### config.mk
export PLATFORM = sky130hd
export DESIGN_NAME = apb_master_bridge
export DESIGN_NICKNAME = d
export VERILOG_FILES = /design/src/rtl/apb_pkg.sv /design/src/rtl/apb_addr_decoder.sv /design/src/rtl/apb_master_bridge.sv
export SDC_FILE = /design/constraint.sdc
export NUM_CORES = 1
export LEC_CHECK = 0
export ABC_AREA = 1
export BUFFER_PORTS_ARGS = -buffer_cell sky130_fd_sc_hd__buf_4
export CAP_MARGIN = 20
export CELL_PAD_IN_SITES_DETAIL_PLACEMENT = 0
export CELL_PAD_IN_SITES_GLOBAL_PLACEMENT = 1
export CORE_MARGIN = 10
export CORE_UTILIZATION = 30
export CTS_CLUSTER_DIAMETER = 40
export CTS_CLUSTER_SIZE = 28
export DETAILED_ROUTE_END_ITERATION = 6
export PLACE_DENSITY = 0.93
export RECOVER_POWER = 50
export SLEW_MARGIN = 20
export SYNTH_ARGS = -nofsm -noshare
export SYNTH_HDL_FRONTEND = slang
export SYNTH_SLANG_ARGS = --single-unit
### constraint.sdc
create_clock -name pclk -period 3.69 [get_ports pclk]
set_clock_uncertainty 0.05 [all_clocks]
set_input_delay 0.738 -clock pclk [delete_from_list [all_inputs] [get_ports pclk]]
set_output_delay 0.738 -clock pclk [all_outputs]
set_load 0.005 [all_outputs]
### src/rtl/apb_pkg.sv
// Shared types and helpers for the APB master bridge: FSM state encoding,
// default bus widths and the slave-select width function.
package apb_pkg;

  typedef enum logic [1:0] {
    IDLE   = 2'd0,
    SETUP  = 2'd1,
    ACCESS = 2'd2
  } apb_state_e;

  localparam int APB_ADDR_WIDTH = 32;
  localparam int APB_DATA_WIDTH = 32;

  // A single completer needs no select bits at all.
  function automatic int sel_width(input int n);
    return (n > 1) ? $clog2(n) : 0;
  endfunction

endpackage

### src/rtl/apb_addr_decoder.sv
// Combinational slave decode: the top SEL_W address bits pick the completer;
// indices at or beyond NUM_SLAVES flag a decode error and select nobody.
module apb_addr_decoder
  import apb_pkg::*;
#(
  parameter int ADDR_WIDTH = APB_ADDR_WIDTH,
  parameter int NUM_SLAVES = 4,
  parameter int IDX_W      = (sel_width(NUM_SLAVES) > 0) ? sel_width(NUM_SLAVES) : 1
) (
  input  logic [ADDR_WIDTH-1:0] addr,
  output logic [IDX_W-1:0]      idx,
  output logic [NUM_SLAVES-1:0] onehot,
  output logic                  dec_err
);

  localparam int SEL_W = sel_width(NUM_SLAVES);

  // Only the top bits matter; the rest of the address is deliberately ignored.
  logic unused_addr;
  assign unused_addr = ^addr;

  generate
    if (SEL_W == 0) begin : g_single
      assign idx     = '0;
      assign dec_err = 1'b0;
    end else begin : g_multi
      assign idx     = addr[ADDR_WIDTH-1 -: SEL_W];
      assign dec_err = (32'(idx) >= 32'(NUM_SLAVES));
    end
  endgenerate

  always_comb begin
    onehot = '0;
    for (int k = 0; k < NUM_SLAVES; k++) begin
      onehot[k] = !dec_err && (idx == k[IDX_W-1:0]);
    end
  end

endmodule

### src/rtl/apb_master_bridge.sv
// APB3 master bridge: one request at a time, per-slave select decode, done/error
// return path. Define APB_TIMEOUT_EN to abort ACCESS after TIMEOUT_CYCLES waits.
//
// Handshake: the requester presents trans_i with addr_i/wdata_i/wr_rd_i and must
// hold them until a cycle with ready_o=1; that cycle accepts the request. Each
// accepted request yields exactly one single-cycle done_o pulse, with trans_err_o
// and (for error-free reads) rdata_o valid in that same cycle.
module apb_master_bridge
  import apb_pkg::*;
#(
  parameter int ADDR_WIDTH     = APB_ADDR_WIDTH,
  parameter int DATA_WIDTH     = APB_DATA_WIDTH,
  parameter int NUM_SLAVES     = 4,
  parameter int TIMEOUT_CYCLES = 256
) (
  input  logic                             pclk,
  input  logic                             preset_n,
  input  logic                             trans_i,
  input  logic [ADDR_WIDTH-1:0]            addr_i,
  input  logic [DATA_WIDTH-1:0]            wdata_i,
  input  logic                             wr_rd_i,
  output logic                             ready_o,
  output logic                             done_o,
  output logic [DATA_WIDTH-1:0]            rdata_o,
  output logic                             trans_err_o,
  output logic [NUM_SLAVES-1:0]            pselx,
  output logic                             penable,
  output logic                             pwrite,
  output logic [ADDR_WIDTH-1:0]            paddr,
  output logic [DATA_WIDTH-1:0]            pwdata,
  input  logic [NUM_SLAVES-1:0]            pready,
  input  logic [NUM_SLAVES-1:0]            pslverr,
  input  logic [NUM_SLAVES*DATA_WIDTH-1:0] prdata,
  output apb_state_e                       state_dbg
);

  localparam int SEL_W = sel_width(NUM_SLAVES);
  localparam int IDX_W = (SEL_W > 0) ? SEL_W : 1;

  apb_state_e state_q, state_d;

  logic [ADDR_WIDTH-1:0] dec_addr;
  logic [IDX_W-1:0]      dec_idx;
  logic [NUM_SLAVES-1:0] dec_onehot;
  logic                  dec_err;

  logic                  sel_ready;
  logic                  sel_err;
  logic [DATA_WIDTH-1:0] sel_rdata;

  logic complete;
  logic abort;
  logic dec_fail;
  logic tmo_hit;

  // In IDLE the incoming address is decoded so the accept cycle can already
  // choose between SETUP and an immediate decode error; afterwards the held paddr.
  assign dec_addr = (state_q == IDLE) ? addr_i : paddr;

  apb_addr_decoder #(
    .ADDR_WIDTH (ADDR_WIDTH),
    .NUM_SLAVES (NUM_SLAVES),
    .IDX_W      (IDX_W)
  ) u_decoder (
    .addr    (dec_addr),
    .idx     (dec_idx),
    .onehot  (dec_onehot),
    .dec_err (dec_err)
  );

  assign sel_ready = |(pready & dec_onehot);
  assign sel_err   = |(pslverr & dec_onehot);

  always_comb begin
    sel_rdata = '0;
    for (int k = 0; k < NUM_SLAVES; k++) begin
      if (dec_idx == k[IDX_W-1:0]) sel_rdata = prdata[k*DATA_WIDTH +: DATA_WIDTH];
    end
  end

`ifdef APB_TIMEOUT_EN
  localparam int TMO_W = $clog2(TIMEOUT_CYCLES) + 1;
  logic [TMO_W-1:0] tmo_cnt;

  always_ff @(posedge pclk or negedge preset_n) begin
    if (!preset_n) begin
      tmo_cnt <= '0;
    end else if (state_q == SETUP) begin
      tmo_cnt <= '0;
    end else if (state_q == ACCESS && !sel_ready) begin
      tmo_cnt <= tmo_cnt + TMO_W'(1);
    end
  end

  assign tmo_hit = (tmo_cnt == TMO_W'(TIMEOUT_CYCLES - 1));
`else
  assign tmo_hit = 1'b0;
`endif

  always_ff @(posedge pclk or negedge preset_n) begin
    if (!preset_n) state_q <= IDLE;
    else           state_q <= state_d;
  end

  always_comb begin
    state_d  = state_q;
    pselx    = '0;
    penable  = 1'b0;
    ready_o  = 1'b0;
    complete = 1'b0;
    abort    = 1'b0;
    dec_fail = 1'b0;
    case (state_q)
      IDLE: begin
        ready_o = 1'b1;
        if (trans_i) begin
          if (dec_err) dec_fail = 1'b1;
          else         state_d  = SETUP;
        end
      end
      SETUP: begin
        pselx   = dec_onehot;
        state_d = ACCESS;
      end
      ACCESS: begin
        pselx   = dec_onehot;
        penable = 1'b1;
        // A late pready wins over a simultaneous timeout.
        if (sel_ready) begin
          complete = 1'b1;
          state_d  = IDLE;
        end else if (tmo_hit) begin
          abort   = 1'b1;
          state_d = IDLE;
        end
      end
      default: state_d = IDLE;
    endcase
  end

  always_ff @(posedge pclk or negedge preset_n) begin
    if (!preset_n) begin
      done_o      <= 1'b0;
      trans_err_o <= 1'b0;
      rdata_o     <= '0;
      paddr       <= '0;
      pwdata      <= '0;
      pwrite      <= 1'b0;
    end else begin
      done_o      <= complete | abort | dec_fail;
      trans_err_o <= (complete & sel_err) | abort | dec_fail;
      if (state_q == IDLE && trans_i) begin
        paddr  <= addr_i;
        pwdata <= wdata_i;
        pwrite <= wr_rd_i;
      end
      if (complete && !pwrite && !sel_err) rdata_o <= sel_rdata;
    end
  end

  assign state_dbg = state_q;

endmodule

==> out/metrics.yaml, run 1 <==
outcome:
  status: "complete, but fails checks"
  violations: "capacitance limit, slew limit"
placed_design:
  dp_hpwl_um: 15700
  place_congestion: 0.869
  port-buffer-count: 310
clock_network:
  clockRootBuffer: "clkbuf_16"
  cts_tree: "built"
  cts_resized: 0
  h-tree-depth: 3
  postCtsHoldBufs: 0
  clock-sinks: 101
  clk_latency_ns: 0.35
  numCtsBuffers: 9
  clkTransAtPathRegs_ns: 0.07
  clk_path_buf_depth: 2
  cts_setup_buffers: 0
setup_path:
  worstPathArrival_ns: 1.92
  crit_buf_inv: 3
  worstPathCellList: "inv_1 > ha_1 > inv_2 > nand2_1 > nand2_1 > nor3_1 > buf_4"
  crit_family: "simple AND/OR/NAND/NOR gates"
  worstPathRequired_ns: 2.90
  slowest_delay_ns: 0.42
  crit_type: "flip-flop to output pin"
  cp_common_cell: "nand2_1"
  cp-end-kind: "output pin"
  worst-path-max-fanout: 7
  critPathLaunchType: "flip-flop"
  slowest_stage: "dfrtp_1"
route:
  drc_errors: 0
  wl_per_cell_um: 17.3
  antenna_left: 0
  firstDrtPassIters: 5
  first_iter_violations: 255
  vias_per_cell: 4.51
  routed_wl_um: 20100
  vias: 5255
logic_synthesis:
  ys_seq_elements: 101
  yosysUniqueCellTypes: 19
  yosysSeqAreaShare_pct: 52.9
  synthesis.area_um2: 4780
  syn_avg_cell_area_um2: 7.41
  synth_nets: 852
  yosysWarnings: 0
  synthCells: 645
sta:
  slew_headroom_pct: -7.57
  rsz0062_at_grt: "no"
  setup_viol: 0
  fmax_mhz: 369
  finalSetupTns_ns: 0
  tightest_slew_ns: 1.61
  timing.final.crit_share_pct: 73.4
  maxSlewViolCount: 29
  period_minus_slack_ns: 2.71
  finalHoldViolations: 0
grt:
  gr-total-overflow: 0
  grt_start_max_net_pins: 68
  grt_pass1_vias: 5436
  antenna_found_initial: 2
  grt.total_usage_pct: 18.2
  grt_pass1_wl_um: 30800
floorplan:
  die-width_um: 146
  fp.dieH_um: 146
  pin_count: 311
  die_area_um2: 21400
  coreArea_um2: 15800
  num_rows: 46
  initial_utilization_pct: 30.3
power_and_ir_drop:
  p_clk_share_pct: 17.0
  p_sw_uw: 2470
  worst_ir_drop_vdd_v: 0.000419
  p_leak_uw: 0.00415
  intPower_uw: 3500
  p_total_uw: 5970
  p_sw_share_pct: 41.4
  combPwrFrac_pct: 50.6
  power_density_nw_per_um2: 792
  sequentialPowerShare_pct: 32.4
job:
  drv_cap: 1
cells_and_area:
  syn_to_final_growth_pct: 57.6
  regArea_um2: 2530
  fill_cells: 1630
  multi_input_area_um2: 2070
  final_layout_size_suffix_gt1_share_pct: 33.3
  nNetsFinal: 1151
worst_hold_path:
  hold_path.class: "input pin to async pin"
layer usage:
metal / vias to the layer above / global-route usage [%] / part of all wire (%)
li1: 2625 / - / -
met1: 2431 / 20.4 / 39
met2: 175 / 31.3 / 52
met3: 24 / 5.53 / 7.1
met4: 0 / 7.71 / 2.3
met5: - / 0 / 0
state kept, by name, indices dropped and copies added, names as in the netlist:
signal       flops
state_dbg        2
pwrite           1
trans_err_o      1
pwdata          32
paddr           32
rdata_o         32
done_o           1
cell usage after synthesis:
cell | count | area (um^2)
o21ai_0 | 2 | 10.0
nand2_2 | 2 | 12.5
o21a_1 | 1 | 7.51
o21ai_1 | 1 | 5.00
nand3_1 | 40 | 200
inv_1 | 10 | 37.5
buf_1 | 1 | 3.75
nor2_2 | 1 | 6.26
nor3_1 | 3 | 15.0
nor3_4 | 1 | 16.3
nand2_1 | 406 | 1520
ha_1 | 3 | 37.5
nor2_1 | 5 | 18.8
buf_2 | 18 | 90.1
or2_2 | 1 | 6.26
dfrtp_1 | 101 | 2530
inv_2 | 2 | 7.51
nand4_1 | 32 | 200
clkbuf_1 | 15 | 56.3
stage by stage:
stage	instance area (um^2)	util (%)	worst slack, ns	std cells	hold WS, ns
after CTS	7640	48.5	0.954	1164	0.384
after detailed placement	7330	46.5	1.11	1149	0.411
after floorplan	4780	-	1.71	645	0.392
after global routing	7530	47.8	0.816	1166	0.396
after global placement	7330	46.5	1.23	1149	0.408
final	7530	47.8	0.980	1166	0.349
power groups by stage:
stage / clock network, uW / logic [uW] / registers [uW]
after floorplan: 0 / 1470 / 1970
after global placement: 0 / 3170 / 1930
after detailed placement: 0 / 3190 / 1950
after CTS: 1050 / 3200 / 1940
after global routing: 1080 / 3390 / 2000
final: 1010 / 3020 / 1930
cells in the final DEF (no fill, tap or decap), types with 2 or more instances in the layout:
master,instances
dfrtp_1,101
clkbuf_4,24
nand2_1,405
clkbuf_1,32
nor2_1,2
bufinv_16,2
ha_1,3
diode_2,2
clkinv_2,2
nand4_1,32
nor2_2,4
buf_4,267
nand2_2,3
nor3_1,3
inv_1,10
o21ai_0,2
clkbuf_16,9
nand3_1,40
worst paths after layout:
check / startpoint / depth (start not counted) / slack [ns] / endpoint
setup / recovery: state_dbg[0] / 7 / 0.98 / pselx[1]
hold / removal: preset_n / 1 / 0.35 / rdata_o[5]
setup reg to reg: state_dbg[0] / 12 / 1.09 / rdata_o[20]
hold reg to reg: rdata_o[2] / 2 / 0.42 / rdata_o[2]
max in group asynchronous: preset_n / 2 / 1.29 / rdata_o[3]
min in group pclk: rdata_o[2] / 2 / 0.42 / rdata_o[2]
cell type report:
cell class                 count  share of cell area (%)
timing repair buffer         322                    30.5
inverter                      12                   0.614
tap                          216                    3.59
clock buffer                  11                    3.22
multi-input combinational    498                    27.5
clock inverter                 4                   0.963
sequential                   101                    33.5
antenna                        2                  0.0664
worst reg2reg max path, delay by kind of cell (launching register included):
family | cells | cell delay (ns)
AND/OR/NAND/NOR | 7 | 0.97
buffers and inverters | 3 | 0.54
flip-flops | 1 | 0.41
adder cells (fa/ha/maj) | 1 | 0.31
AO/OA/AOI/OAI | 1 | 0.27
cells by family (layout without fill, tap and decap cells):
kind of cell	after synthesis	in the layout	synth area share (%)
and+or+nand+nor	491	491	41.8
DFF	101	101	52.9
adders and majority gates	3	3	0.785
buffers and inverters	46	349	4.08
AOI/OAI and AO/OA	4	4	0.471
other	0	2	0
Power figures use the tool's default switching activity.
==> run 2, diff against run 1 <==
- ABC_AREA: 1 -> 0
- CORE_UTILIZATION: 30 -> 32
- PLACE_DENSITY: 0.93 -> 0.89
- clock period: 3.69 -> 2.8 ns (I/O delays scaled with it)
==> out/metrics.yaml, run 2 <==
power_and_ir_drop:
  worst_ir_drop_vdd_v: 0.000578  # was 0.000419 V
  power_density_nw_per_um2: 1030  # was 792 nW/um^2
  p_leak_uw: 0.00375  # was 0.00415 uW
placed_design:
  placed_area_um2: 7760  # was 7330 um^2
  place_congestion: 0.799  # was 0.869
  dp_hpwl_um: 13900  # was 15700 um
  port-buffer-count: 310  # unchanged
  dp_slack_ns: 0.170  # was 1.11 ns
clock_network:
  cts_tree: "built"  # unchanged
  clk_path_buf_depth: 2  # unchanged
  clockRootBuffer: "clkbuf_16"  # unchanged
  clkTransAtPathRegs_ns: 0.07  # about the same
  numCtsBuffers: 9  # unchanged
  clk_latency_ns: 0.34  # was 0.35 ns
  h-tree-depth: 3  # unchanged
  postCtsHoldBufs: 0  # unchanged
  clock-sinks: 101  # unchanged
logic_synthesis:
  synth_nets: 648  # was 852
  ys_async_sr_fraction_pct: 100  # unchanged
  synth_top_area_share_pct: 48.9  # was 52.9%
  synth_top_cell_by_area: "dfrtp_1"  # unchanged
  synthTopCellsByCount: "dfrtp_1 (101), mux2_2 (69), nand2_1 (68), a31oi_1 (33), a211oi_1 (32)"  # was nand2_1 (406), dfrtp_1 (101), nand3_1 (40), nand4_1 (32), buf_2 (18)
  yosysSeqAreaShare_pct: 48.9  # was 52.9%
  syn_avg_cell_area_um2: 11.7  # was 7.41 um^2
  yosysWarnings: 0  # unchanged
  synth_edf_count: 0  # unchanged
  yosysUniqueCellTypes: 38  # was 19
  synthCells: 441  # was 645
  synthesis.area_um2: 5170  # was 4780 um^2
  synth.top_cells.by_area: "dfrtp_1 (49%), mux2_2 (15%), mux2_4 (8.7%)"  # was dfrtp_1 (53%), nand2_1 (32%), nand3_1 (4.2%)
  synthFlopType: "dfrtp_1"  # unchanged
  yosysMostFrequentCell: "dfrtp_1"  # was nand2_1
  ys_seq_elements: 101  # unchanged
cells_and_area:
  antenna_cells: 0  # was 2
  syn_to_final_growth_pct: 54.0  # was 57.6%
  final_layout_size_suffix_gt1_share_pct: 56.3  # was 33.3%
  layout_common_cells: "buf_4 (259), dfrtp_1 (101), mux2_2 (69), nand2_1 (67), a31oi_1 (33)"  # was nand2_1 (405), buf_4 (267), dfrtp_1 (101), nand3_1 (40)
  reg_top3: "paddr: 32 flops, pwdata: 32 flops, rdata_o: 32 flops"  # unchanged
  final_common_cell: "buf_4"  # was nand2_1
  nNetsFinal: 944  # was 1151
  fin_area_um2: 7960  # was 7530 um^2
sta:
  finalSetupTns_ns: 0  # unchanged
  fmax_mhz: 384
  tightest_slew_ns: 1.21  # was 1.61 ns
  rsz0062_at_grt: "no"  # unchanged
  setup_viol: 0  # unchanged
  timing.final.crit_share_pct: 92.9
  fin_ws_ns: 0.198  # was 0.980 ns
  maxSlewViolCount: 0  # was 29
  finalHoldViolations: 0  # unchanged
  slew_headroom_pct: 19.1  # was -7.57%
  period_minus_slack_ns: 2.60
setup_path:
  cp-end-kind: "output pin"  # unchanged
  worstPathArrival_ns: 1.99  # was 1.92 ns
  r2r-start: "state_dbg[0]"  # unchanged
  slowest_delay_ns: 0.41  # was 0.42 ns
  worst-path-max-fanout: 66  # was 7
  worstPathRequired_ns: 2.19  # was 2.90 ns
  crit_type: "flip-flop to output pin"  # unchanged
  worstPathCellList: "inv_1 > ha_2 > mux2_2 > buf_12 > nor2_1 > buf_4"  # was inv_1 > ha_1 > inv_2 > nand2_1 > nand2_1 > nor3_1 > buf_4
  slowest_stage: "dfrtp_1"  # unchanged
  crit_start: "state_dbg[0]"  # unchanged
  critPathLaunchType: "flip-flop"  # unchanged
route:
  vias_per_cell: 4.65  # was 4.51
  wl_per_cell_um: 18.5  # was 17.3 um
  drc_errors: 0  # unchanged
  antenna_left: 0  # unchanged
  routed_wl_um: 17700  # was 20100 um
  firstDrtPassIters: 4  # was 5
  vias: 4450  # was 5255
  first_iter_violations: 151  # was 255
worst_hold_path:
  hold_path.class: "input pin to flip-flop"  # was input pin to async pin
  worstHoldStart: "wdata_i[30]"
grt:
  grt_pass1_vias: 4864  # was 5436
  antenna_found_initial: 1  # was 2
  grt.total_usage_pct: 15.7  # was 18.2%
  gr-total-overflow: 0  # unchanged
  grt_start_max_net_pins: 67  # was 68
  grt_pass1_wl_um: 27100  # was 30800 um
outcome:
  status: "completed"  # was complete, but fails checks
floorplan:
  die_area_um2: 21600  # was 21400 um^2
  pin_count: 311  # unchanged
  die-width_um: 147  # was 146 um
  coreArea_um2: 15800  # about the same
  num_rows: 46  # unchanged
  initial_utilization_pct: 32.6  # was 30.3%
  fp.dieH_um: 147  # was 146 um
job:
  drv_cap: 0  # was 1
-- run 2: worst max-delay path, delay by kind of cell (launching register included) --
kind	cells	cell delay, ns
multiplexers	1	0.39
flip-flops	1	0.41
buffers and inverters	3	0.42
AND/OR/NAND/NOR	1	0.13
adder cells (fa/ha/maj)	1	0.30
-- run 2: cell type report --
cell class | count | area, um^2
clock buffers | 9 | 225
clock inverters | 7 | 92.6
fillers | 1498 | 7870
inverters | 4 | 15.0
multi-input cells | 301 | 2480
flip-flops and latches | 101 | 2530
well taps | 216 | 270
repair buffers | 320 | 2350
-- run 2: report_power, final --
part	internal (uW)	switching [uW]	leakage, uW	total [uW]
clock	715	591	0.000155	1310
sequential	2170	410	0.00122	2580
combinational	2380	1940	0.00238	4330
total	5270	2940	0.00375	8220
-- run 2: cells by family after synthesis --
kind of cell             Yosys count  share of synthesized area [%]
flip-flops                       101                           48.9
adder cells (fa/ha/maj)            3                          0.726
AND/OR/NAND/NOR                  119                           11.5
multiplexers                     100                           23.9
AO/OA/AOI/OAI                     79                           11.2
buffers and inverters             39                           3.73
-- run 2: worst paths after layout --
kind | slack, ns | depth (start not counted) | end
min | 0.39 | 2 | pwdata[30]
min reg2reg | 0.45 | 1 | pwdata[11]
max reg2reg | 0.26 | 9 | rdata_o[31]
max in group asynchronous | 0.65 | 2 | paddr[22]
max | 0.20 | 6 | pselx[0]
min in group asynchronous | 0.41 | 1 | rdata_o[29]
-- run 2: metrics by stage --
stage	util (%)	hold slack, ns	total power [uW]	cells
finish	50.3	0.389	8220	958
global route	50.3	0.372	8860	958
CTS	51.1	0.195	8560	958
detailed placement	49.1	0.444	7200	942
global placement	49.1	0.439	7120	942
floorplan	-	0.214	4990	441
-- run 2: layer usage --
metal  GRT usage, %  vias up  share of wire, %
met2           27.8      159                53
met1           17.0     2109                37
met3           6.33       15               8.7
li1               -     2165                 -
met5              0        -              0.10
met4           4.11        2               1.3
-- run 2: timing repair --
| action | 4_1_cts | 5_1_grt |
|---|---|---|
| buffers inserted | 0 | 0 |
| gates resized for setup | 0 | 2 |
| setup endpoints to repair | 0 | 4 |
